[config.mk]
export PLATFORM = sky130hd
export DESIGN_NAME = alu_sequencer
export DESIGN_NICKNAME = d
export VERILOG_FILES = /design/src/rtl/alu_sequencer.sv
export SDC_FILE = /design/constraint.sdc
export NUM_CORES = 1
export LEC_CHECK = 0
export ABC_AREA = 1
export CORE_ASPECT_RATIO = 0.7
export CORE_MARGIN = 3
export CORE_UTILIZATION = 50
export CTS_BUF_LIST = sky130_fd_sc_hd__clkbuf_4 sky130_fd_sc_hd__clkbuf_8
export DETAILED_ROUTE_END_ITERATION = 7
export GPL_TIMING_DRIVEN = 0
export PLACE_DENSITY_LB_ADDON = 0.2
export SYNTH_ARGS = -nofsm -noshare
export SYNTH_HDL_FRONTEND = slang
export SYNTH_SLANG_ARGS = --single-unit
[constraint.sdc]
create_clock -name clk -period 1.9 [get_ports clk]
set_clock_uncertainty 0.05 [all_clocks]
set_input_delay 0.19 -clock clk [delete_from_list [all_inputs] [get_ports clk]]
set_output_delay 0.19 -clock clk [all_outputs]
set_load 0.005 [all_outputs]
[src/rtl/alu_sequencer.sv]
// alu_sequencer: accepts one ALU request at a time, sequences the operand
// loads and start pulse into a multi-cycle ALU, captures the 8- or 16-bit
// result, and presents it on a valid/ready response port. A WAIT-cycle
// counter bounds how long it waits for alu_finish.
module alu_sequencer #(
    parameter int M_DELAY = 2,   // cycles from the A/start cycle to the first M cycle (1-15)
    parameter int TIMEOUT = 64   // max WAIT cycles before giving up (2-255)
) (
    input  logic        clk,
    input  logic        rst,
    input  logic        req_valid,
    output logic        req_ready,
    input  logic [1:0]  req_op,
    input  logic [7:0]  req_x,
    input  logic [7:0]  req_y,
    output logic        alu_start,
    output logic [1:0]  alu_sel,
    output logic [7:0]  alu_inbus,
    input  logic [7:0]  alu_outbus,
    input  logic        alu_finish,
    output logic        rsp_valid,
    input  logic        rsp_ready,
    output logic [15:0] rsp_data,
    output logic [1:0]  rsp_op,
    output logic        rsp_err,
    output logic        busy
);

    // HOLD_A is the X-hold phase between the one-cycle LOAD_A start and LOAD_M;
    // it only exists when M_DELAY > 1.
    typedef enum logic [2:0] {
        IDLE   = 3'd0,
        LOAD_A = 3'd1,
        HOLD_A = 3'd2,
        LOAD_M = 3'd3,
        WAIT   = 3'd4,
        CAP_HI = 3'd5,
        RESP   = 3'd6
    } state_t;

    localparam logic [3:0] HOLD_LAST = 4'((M_DELAY >= 2) ? (M_DELAY - 2) : 0);
    localparam logic [7:0] WAIT_LAST = 8'(TIMEOUT - 1);

    state_t      state_q, state_d;
    logic [1:0]  op_q, op_d;
    logic [7:0]  x_q, x_d;
    logic [7:0]  y_q, y_d;
    logic [3:0]  dly_q, dly_d;
    logic [7:0]  wcnt_q, wcnt_d;
    logic [15:0] data_q, data_d;
    logic        err_q, err_d;

    // State and datapath registers; reset abandons any in-flight operation.
    always_ff @(posedge clk) begin
        if (rst) begin
            state_q <= IDLE;
            op_q    <= 2'd0;
            x_q     <= 8'd0;
            y_q     <= 8'd0;
            dly_q   <= 4'd0;
            wcnt_q  <= 8'd0;
            data_q  <= 16'd0;
            err_q   <= 1'b0;
        end else begin
            state_q <= state_d;
            op_q    <= op_d;
            x_q     <= x_d;
            y_q     <= y_d;
            dly_q   <= dly_d;
            wcnt_q  <= wcnt_d;
            data_q  <= data_d;
            err_q   <= err_d;
        end
    end

    // Next-state logic and ALU-side outputs.
    always_comb begin
        state_d   = state_q;
        op_d      = op_q;
        x_d       = x_q;
        y_d       = y_q;
        dly_d     = dly_q;
        wcnt_d    = wcnt_q;
        data_d    = data_q;
        err_d     = err_q;
        alu_start = 1'b0;
        alu_sel   = 2'd0;
        alu_inbus = 8'd0;

        unique case (state_q)
            IDLE: begin
                if (req_valid) begin
                    op_d    = req_op;
                    x_d     = req_x;
                    y_d     = req_y;
                    data_d  = 16'd0;
                    err_d   = 1'b0;
                    state_d = LOAD_A;
                end
            end
            LOAD_A: begin
                alu_start = 1'b1;
                alu_sel   = op_q;
                alu_inbus = x_q;
                dly_d     = 4'd0;
                state_d   = (M_DELAY == 1) ? LOAD_M : HOLD_A;
            end
            HOLD_A: begin
                alu_sel   = op_q;
                alu_inbus = x_q;
                dly_d     = dly_q + 4'd1;
                if (dly_q == HOLD_LAST) state_d = LOAD_M;
            end
            LOAD_M: begin
                alu_sel   = op_q;
                alu_inbus = y_q;
                wcnt_d    = 8'd0;
                state_d   = WAIT;
            end
            WAIT: begin
                alu_sel   = op_q;
                alu_inbus = y_q;
                wcnt_d    = wcnt_q + 8'd1;
                // finish wins over a timeout landing on the same cycle
                if (alu_finish) begin
                    data_d  = {8'd0, alu_outbus};
                    state_d = op_q[1] ? CAP_HI : RESP;
                end else if (wcnt_q == WAIT_LAST) begin
                    data_d  = 16'd0;
                    err_d   = 1'b1;
                    state_d = RESP;
                end
            end
            CAP_HI: begin
                // second byte: A for mul, remainder for div
                alu_sel      = op_q;
                alu_inbus    = y_q;
                data_d[15:8] = alu_outbus;
                state_d      = RESP;
            end
            RESP: begin
                if (rsp_ready) state_d = IDLE;
            end
            default: state_d = IDLE;
        endcase
    end

    assign req_ready = (state_q == IDLE);
    assign busy      = (state_q != IDLE);
    assign rsp_valid = (state_q == RESP);
    assign rsp_data  = data_q;
    assign rsp_op    = op_q;
    assign rsp_err   = err_q;

endmodule

==> qor.tcl, run 1 <==
set qor(run_status) {finished, final reports clean}
set qor(syn_nets) 394
set qor(synth_seq_area_share_pct) 40.7
set qor(num_antenna_cells) 0
set qor(power.switching_w) 0.00230
set qor(clkSlewWorstSetupHoldPaths_ns) 0.09
set qor(drc_errors) 0
set qor(placement.setup.worst_slack_ns) -0.308
set qor(cell_by_cell_listing_of_the_critical_path) {buf_6, inv_2, nand2_1, nor2_4, clkdlybuf4s50_1}
set qor(p_seq_share_pct) 28.6
set qor(yosys_warnings) 0
set qor(final_design_area_no_fill_sq_um) 3390
set qor(fraction_of_final_layout_cells_sized_beyond_drive_strength_1_pct) 14.5
set qor(peakVddDrop_uv) 705
set qor(layoutNonFillerInstCount) 508
set qor(grt_max_degree) 15
set qor(avgRoutedWirePerCell_um) 12.4
set qor(grt.overflow.total) 0
set qor(worstSetupStartpointType) {register}
set qor(dp.cells) 489
set qor(htree_num_levels) 2
set qor(crit_path_max_incr_delay_ns) 0.51
set qor(gp_congestion) 0.811
set qor(drt_first_iter_violations) 230
set qor(cp_num_cells) 5
set qor(finalNetCount) 475
set qor(ios) 64
set qor(critical_path_peak_fanout) 6
set qor(timing_worst_slew_pin_value_ns) 0.442
set qor(rows) 20
set qor(prevailing_post_synth_register_cell) {dfxtp_1}
set qor(maxSlewViolCount) 0
set qor(max_freq_mhz) 551
set qor(synth_cell_type_count) 29
set qor(hold_depth) 2
set qor(dieArea_sq_um) 5810
set qor(grt_antenna_before_repair) 0
set qor(worst_slew_margin_rel_pct) 70.5
set qor(cp_data_required_time_ns) 1.66
set qor(ff2ff_setup_slack_ns) 0.15
set qor(drt_first_pass_iters) 4
set qor(fin_ws_ns) 0.0837
set qor(post_synth_edffs) 0
set qor(fin_tns_setup_ns) 0
set qor(ff2ff_path_depth) 9
set qor(p_clk_share_pct) 11.7
set qor(post_synth_top_area_share_pct) 40.7
set qor(sw_frac_of_total_pct) 42.1
set qor(netlist_top_cells_count) {nand2_1, inv_1, dfxtp_1}
set qor(initial_core_util_pct) 54.3
set qor(cts_tree) {yes}
set qor(ctsRootBufferMaster) {clkbuf_8}
set qor(avgViaCountPerCell) 4.93
set qor(crit_buf_inv) 3
set qor(syn_std_cell_area_sq_um) 2460
set qor(synth.area.top_cells) {dfxtp_1, nand2_1, inv_1}
set qor(area.growth.synth_to_final_pct) 37.8
set qor(drt.antenna.violating_nets) 0
set qor(numCtsBuffers) 5
set qor(fp.dieH_um) 64.7
set qor(worstSetupPathType) {register to output pin}
set qor(power-per-cell-area_nw_per_um2) 1610
set qor(power.combinational.fraction_pct) 59.7
set qor(drt-total-wl_um) 6270
set qor(clkLatencyLatePin_ns) 0.30
set qor(std_cell_core_area_sq_um) 4530
set qor(hp-class) {register to register}
set qor(grt_first_pass_wirelength_um) 10400
set qor(grt_pass1_vias) 2263
set qor(setup-violations-final) 0
set qor(max_cap_viol_count) 0
set qor(number_of_buffers_inserted_for_hold_repair_after_clock_tree_synthesis) 0
set qor(final_min_period_over_clock_period_pct) 95.6
set qor(track_usage_pct) 22.0
set qor(num_vias) 2503
set qor(final.min_clock_period_ns) 1.82
set qor(cell_area_placed_sq_um) 3170
set qor(numPortBuffers) 63
set qor(ys_ff_latch) 50
set qor(arrival_ns) 1.58
set qor(library_cell_with_the_highest_instance_count_after_synthesis) {nand2_1}
set qor(clkSinkCount) 50
set qor(chipWidth_um) 89.8
set qor(hpwlAfterDp_um) 4600
set qor(syn-mean-instance-area_sq_um) 6.83
set qor(clock_path_buffers) 2
set qor(most_area_hungry_cell_type_in_the_yosys_netlist) {dfxtp_1}
set qor(intPower_w) 0.00316
set qor(p_leak_nw) 1.53
set qor(timing.final.hold_violations) 0
set qor(timing.critical_path.max_delay_family) {buffers and inverters}
set qor(end_kind) {output pin}
set qor(synth-async-reset-ratio_pct) 0
set qor(crit_slowest_cell) {clkdlybuf4s50_1}
set qor(syn-instance-count) 360
-- what timing repair did --
item | 4_1_cts | 5_1_grt
setup endpoints to repair | 12 | 15
pin swaps | 1 | 2
endpoints found under the hold margin | 0 | 0
resized for setup | 39 | 16
cloned | 1 | 0
buffers inserted | 6 | 4
-- worst register-to-register path, stage by stage (launching register included) --
cell and delay (ns):
dfxtp_2 0.34, buf_6 0.14, inv_4 0.05, nand2_1 0.10
nor2_4 0.06, buf_4 0.13, nand2_2 0.15, clkbuf_1 0.36
o21ai_0 0.17, a21oi_1 0.14
-- cell families after synthesis --
logic type | Yosys count | synth area share (%)
DFF | 50 | 40.7
AOI/OAI and AO/OA | 70 | 15.4
adders and majority gates | 3 | 1.53
and+or+nand+nor | 149 | 27.4
buffers and inverters | 88 | 15.0
-- metal layers --
metal	up-vias	wire length, um	GRT usage (%)
met3	6	363	3.83
met1	1128	3030	30.6
li1	1299	-	-
met5	-	0	0
met2	70	2820	34.8
met4	0	65	7.07
-- state kept, by name (all words and copies together) (netlist names) --
name / cells
state_q: 3
dly_q: 4
x_q: 8
wcnt_q: 8
rsp_err: 1
y_q: 8
rsp_op: 2
rsp_data: 16
-- final cells by class --
cell class	instances	area [sq um]
Sequential cell	50	1010
Multi-Input combinational cell	222	1150
Tap cell	66	82.6
Inverter	75	297
Fill cell	358	1140
Timing Repair Buffer	73	666
Timing Repair inverter	1	8.76
Clock inverter	1	5.00
Clock buffer	7	90.1
Buffer	13	83.8
-- path summary, 6_finish.rpt --
check                                 from   endpoint
worst max-delay path            state_q[0]  req_ready
worst min-delay path                y_q[5]     y_q[5]
worst max register to register  state_q[1]     y_q[6]
worst min register to register      y_q[5]     y_q[5]
-- power by group through the flow --
stage	Sequential (W)	Combinational [W]	Clock (W)
floorplan	0.00158	0.00180	0
global placement	0.00157	0.00282	0
detailed placement	0.00158	0.00289	0
CTS	0.00157	0.00310	0.000654
global route	0.00160	0.00364	0.000700
finish	0.00156	0.00326	0.000640
-- metrics by stage --
stage / utilization (%) / total power (W) / hold WS (ns)
3_5_place_dp: 70.0 / 0.00447 / 0.398
2_1_floorplan: - / 0.00338 / 0.209
3_3_place_gp: 70.0 / 0.00439 / 0.390
5_1_grt: 74.8 / 0.00594 / 0.427
6_report: 74.8 / 0.00546 / 0.411
4_1_cts: 74.3 / 0.00533 / 0.410
-- cells in the final DEF, fill, tap and decap left out, types with 4 or more instances in the layout --
cell and n:
dfxtp_1 48, buf_2 9, buf_4 11, nand3_2 4, nand3_1 7, o21ai_0 26, a21oi_1 30, nand2_1 73
clkbuf_8 6, clkbuf_1 4, o22ai_2 4, nor2_1 36, inv_1 69, o22ai_1 5, clkdlybuf4s50_1 52, nand4_1 16
No activity file was read; power rests on OpenSTA's default activity.
==> inputs of run 2 (changes only) <==
Settings changed: SKIP_CTS_REPAIR_TIMING set to 1.
==> qor.tcl, run 2 (synthesized netlist as in run 1, its figures left out) <==
set qor(chipWidth_um) 89.8
set qor(fp.dieH_um) 64.7
set qor(crit_start) {state_q[1]}
set qor(fillCellCount) 354
set qor(setup-violations-final) 8
set qor(track_usage_pct) 20.9
set qor(hold_slack_ns) 0.416
set qor(end_kind) {output pin}
set qor(route.top_layer_used) {met4}
set qor(final_min_period_over_clock_period_pct) 106
set qor(crit_path_max_incr_delay_ns) 0.33
set qor(max_freq_mhz) 498
set qor(grt_first_pass_wirelength_um) 9890
set qor(crit_slowest_cell) {dfxtp_2}
set qor(fin_ws_ns) -0.109
set qor(failing_checks) {setup timing}
set qor(timing_worst_slew_pin_value_ns) 0.469
set qor(final.min_clock_period_ns) 2.01
set qor(num_antenna_cells) 0
set qor(avgViaCountPerCell) 4.92
set qor(layout_commonest_cell) {nand2_1}
set qor(grt_antenna_before_repair) 0
set qor(wl_met3_um) 359
set qor(p_leak_nw) 1.59
set qor(grt_setup_unrepaired) {yes}
set qor(numCtsBuffers) 5
set qor(clock_path_buffers) 2
set qor(final_design_area_no_fill_sq_um) 3440
set qor(drc_errors) 0
set qor(area.growth.synth_to_final_pct) 39.7
set qor(dr_wl_met2_um) 2940
set qor(hp-class) {register to register}
set qor(clkLatencyLatePin_ns) 0.30
set qor(r2r-start) {state_q[0]}
set qor(drt_first_iter_violations) 222
set qor(grt_pass1_vias) 2151
set qor(initial_core_util_pct) 54.3
set qor(hpwlAfterDp_um) 4600
set qor(grt_max_degree) 15
set qor(std_cell_core_area_sq_um) 4530
set qor(cell_by_cell_listing_of_the_critical_path) {buf_6, inv_4, nand2_2, nor2_4, inv_2, nand2_4, clkinvlp_4, buf_4, o22ai_2, clkbuf_2}
set qor(run_status) {finished with violations}
set qor(ios) 64
set qor(critical_path_peak_fanout) 6
set qor(gp_congestion) 0.811
set qor(power_w) 0.00558
set qor(dieArea_sq_um) 5810
set qor(htree_num_levels) 2
set qor(clkSlewWorstSetupHoldPaths_ns) 0.09
set qor(worstSetupPathType) {register to output pin}
set qor(drt_first_pass_iters) 5
set qor(peakVddDrop_uv) 719
set qor(drt-total-wl_um) 6470
set qor(max_cap_viol_count) 0
set qor(grt.overflow.total) 0
set qor(power-per-cell-area_nw_per_um2) 1630
set qor(maxSlewViolCount) 0
set qor(largest_reg_flops) 16
set qor(cp_data_required_time_ns) 1.66
set qor(ctsRootBufferMaster) {clkbuf_8}
set qor(finalNetCount) 477
set qor(mostFrequentLayoutCells) {nand2_1, inv_1, clkdlybuf4s50_1}
set qor(cts_tree) {yes}
set qor(num_vias) 2510
set qor(clkSinkCount) 50
set qor(numPortBuffers) 63
set qor(worstSetupStartpointType) {register}
set qor(routedLengthMet1_um) 3090
set qor(worst_slew_margin_rel_pct) 68.7
set qor(rows) 20
set qor(timing.final.hold_violations) 0
set qor(avgRoutedWirePerCell_um) 12.7
set qor(arrival_ns) 1.77
set qor(worstHoldStart) {y_q[3]}
set qor(drt.antenna.violating_nets) 0
set qor(fraction_of_final_layout_cells_sized_beyond_drive_strength_1_pct) 14.9
set qor(cell_area_placed_sq_um) 3170
-- run 2: cell type report --
class | instances | area (sq um) | area share (%)
multi-input cells | 222 | 1160 | 33.8
clock inverters | 1 | 5.00 | 0.146
well taps | 66 | 82.6 | 2.40
clock buffers | 7 | 90.1 | 2.62
plain buffers | 13 | 83.8 | 2.44
repair buffers | 75 | 708 | 20.6
repair inverters | 1 | 7.51 | 0.218
inverters | 75 | 293 | 8.52
flip-flops and latches | 50 | 1000 | 29.2
-- run 2: power breakdown --
group / internal, W / switching, W / total (W)
Combinational: 0.00153 / 0.00184 / 0.00338
Clock: 0.000308 / 0.000330 / 0.000638
Sequential: 0.00140 / 0.000173 / 0.00157
Total: 0.00324 / 0.00235 / 0.00558
-- run 2: worst max-delay path, delay by kind of cell (launching register included) --
family                 cells  cell delay (ns)
DFF                        1             0.33
AOI/OAI and AO/OA          1             0.08
and+or+nand+nor            3             0.32
buffers and inverters      6             0.73
-- run 2: worst paths after layout --
check / to / slack [ns] / depth (start not counted)
min reg2reg: y_q[3] / 0.42 / 2
max reg2reg: y_q[6] / 0.15 / 9
min: y_q[3] / 0.42 / 2
max: alu_inbus[7] / -0.11 / 10
-- run 2: routing by layer --
layer | track usage (%) | vias up
met5 | 0 | -
met4 | 6.50 | 0
met3 | 4.06 | 8
met2 | 32.7 | 83
met1 | 29.3 | 1116
li1 | - | 1303
-- run 2: metrics by stage --
stage                     utilization (%)  TNS [ns]  std cells  setup slack [ns]
final                                75.9    -0.571        510            -0.109
after global routing                 75.9     -1.11        510            -0.201
after CTS                            72.1     -5.21        497            -0.647
after detailed placement             70.0     -2.26        489            -0.308
after global placement               70.0     -2.10        489            -0.282
after floorplan                         -         0        360             0.437
==> inputs of run 3 (changes only) <==
Clock period 1.9 ns to 2.02 ns, I/O delays scaled along.
==> qor.tcl, run 3 (synthesized netlist as in run 1, its figures left out) <==
set qor(grt_setup_unrepaired) {yes}
set qor(grt.overflow.total) 0
set qor(cell_area_placed_sq_um) 3170
set qor(track_usage_pct) 20.9
set qor(worst_slew_margin_rel_pct) 68.3
set qor(max_cap_viol_count) 0
set qor(final_design_area_no_fill_sq_um) 3420
set qor(grt_antenna_before_repair) 0
set qor(std_cell_core_area_sq_um) 4530
set qor(peakVddDrop_uv) 672
set qor(power-per-cell-area_nw_per_um2) 1520
set qor(worstSetupStartpointType) {register}
set qor(ctsRootBufferMaster) {clkbuf_8}
set qor(numPortBuffers) 63
set qor(dieArea_sq_um) 5810
set qor(fin_tns_setup_ns) 0
set qor(numCtsBuffers) 5
set qor(num_vias) 2515
set qor(crit_start) {state_q[1]}
set qor(area.growth.synth_to_final_pct) 39.2
set qor(gp_congestion) 0.811
set qor(crit_slowest_cell) {dfxtp_1}
set qor(avgViaCountPerCell) 4.94
set qor(rows) 20
set qor(cpMostUsedCell) {inv_2}
set qor(final.min_clock_period_ns) 2.00
set qor(critical_path_peak_fanout) 6
set qor(timing_worst_slew_pin_value_ns) 0.475
set qor(clkSinkCount) 50
set qor(num_antenna_cells) 0
set qor(timing.final.hold_violations) 0
set qor(initial_core_util_pct) 54.3
set qor(drt_first_iter_violations) 216
set qor(run_status) {finished, final reports clean}
set qor(grt_max_degree) 15
set qor(fp.dieH_um) 64.7
set qor(dp.cells) 489
set qor(avgRoutedWirePerCell_um) 12.6
set qor(fraction_of_final_layout_cells_sized_beyond_drive_strength_1_pct) 14.2
set qor(worstSetupPathType) {register to output pin}
set qor(end_kind) {output pin}
set qor(drt-total-wl_um) 6390
set qor(drt_first_pass_iters) 5
set qor(ff2ff_setup_slack_ns) 0.26
set qor(max_freq_mhz) 501
set qor(timing.rr.end) {rsp_data[4]}
set qor(cp_num_cells) 10
set qor(clkLatencyLatePin_ns) 0.30
set qor(layoutNonFillerInstCount) 509
set qor(drt.antenna.violating_nets) 0
set qor(chipWidth_um) 89.8
set qor(ff2ff_path_depth) 9
set qor(crit_buf_inv) 6
set qor(arrival_ns) 1.75
set qor(cts_tree) {yes}
set qor(setup-violations-final) 0
set qor(final_min_period_over_clock_period_pct) 98.9
set qor(grt_pass1_vias) 2151
set qor(grt_first_pass_wirelength_um) 9890
set qor(mostFrequentLayoutCells) {nand2_1, inv_1, clkdlybuf4s50_1}
set qor(crit_path_max_incr_delay_ns) 0.33
set qor(hpwlAfterDp_um) 4600
set qor(crit_path_end) {alu_inbus[6]}
set qor(finalNetCount) 476
set qor(largest_reg_flops) 16
set qor(clock_path_buffers) 2
set qor(ios) 64
set qor(clkSlewWorstSetupHoldPaths_ns) 0.09
set qor(timing.critical_path.max_delay_family) {buffers and inverters}
set qor(layout_commonest_cell) {nand2_1}
set qor(p_leak_nw) 1.59
set qor(htree_num_levels) 2
set qor(r2r-start) {wcnt_q[0]}
set qor(cp_data_required_time_ns) 1.77
set qor(maxSlewViolCount) 0
set qor(drc_errors) 0
set qor(cell_by_cell_listing_of_the_critical_path) {buf_6, inv_2, nand2_2, nor2_4, inv_2, nand2_4, clkinvlp_4, buf_4, o22ai_2, buf_2}
set qor(hp-class) {register to register}
run 3: worst min-delay path, cell delays in order (launching register included):
cell	delay (ns)
dfxtp_1	0.31
nand2_1	0.06
a21oi_1	0.05
run 3: cell type report:
type	count	area (sq um)
buffer	13	81.3
clock buffer	7	90.1
clock inverter	1	5.00
fill	351	1110
inverter	75	290
multi-input combinational	222	1160
sequential	50	1000
tap	66	82.6
timing repair buffer	74	704
timing repair inverter	1	7.51
run 3: stage by stage:
stage                     utilization, %  setup slack, ns  total power, W  hold slack [ns]
after detailed placement            70.0           -0.200         0.00421            0.398
after global placement              70.0           -0.174         0.00413            0.390
after floorplan                        -            0.557         0.00318            0.221
after global routing                75.6          -0.0643         0.00566            0.438
final                               75.6           0.0230         0.00521            0.418
after CTS                           72.1           -0.539         0.00482            0.410
run 3: where the power goes:
part | switching (W) | total (W) | internal (W)
clock network | 0.000309 | 0.000599 | 0.000290
logic | 0.00171 | 0.00313 | 0.00142
registers | 0.000163 | 0.00147 | 0.00131
run 3: routing by layer:
metal	up-vias	part of all wire, %	track usage [%]
met5	-	0	0
met1	1130	48	29.3
li1	1299	-	-
met2	78	46	32.7
met3	8	4.6	4.06
met4	0	1.4	6.50
run 3: worst min-delay path by stage:
stage / start / to / slack [ns] / depth (start not counted)
after floorplan: rst / dly_q[1] / 0.22 / 1
after global placement: x_q[1] / x_q[1] / 0.39 / 2
after detailed placement: y_q[5] / y_q[5] / 0.40 / 2
after CTS: y_q[5] / y_q[5] / 0.41 / 2
after global routing: wcnt_q[3] / wcnt_q[3] / 0.44 / 2
final: wcnt_q[7] / wcnt_q[7] / 0.42 / 2
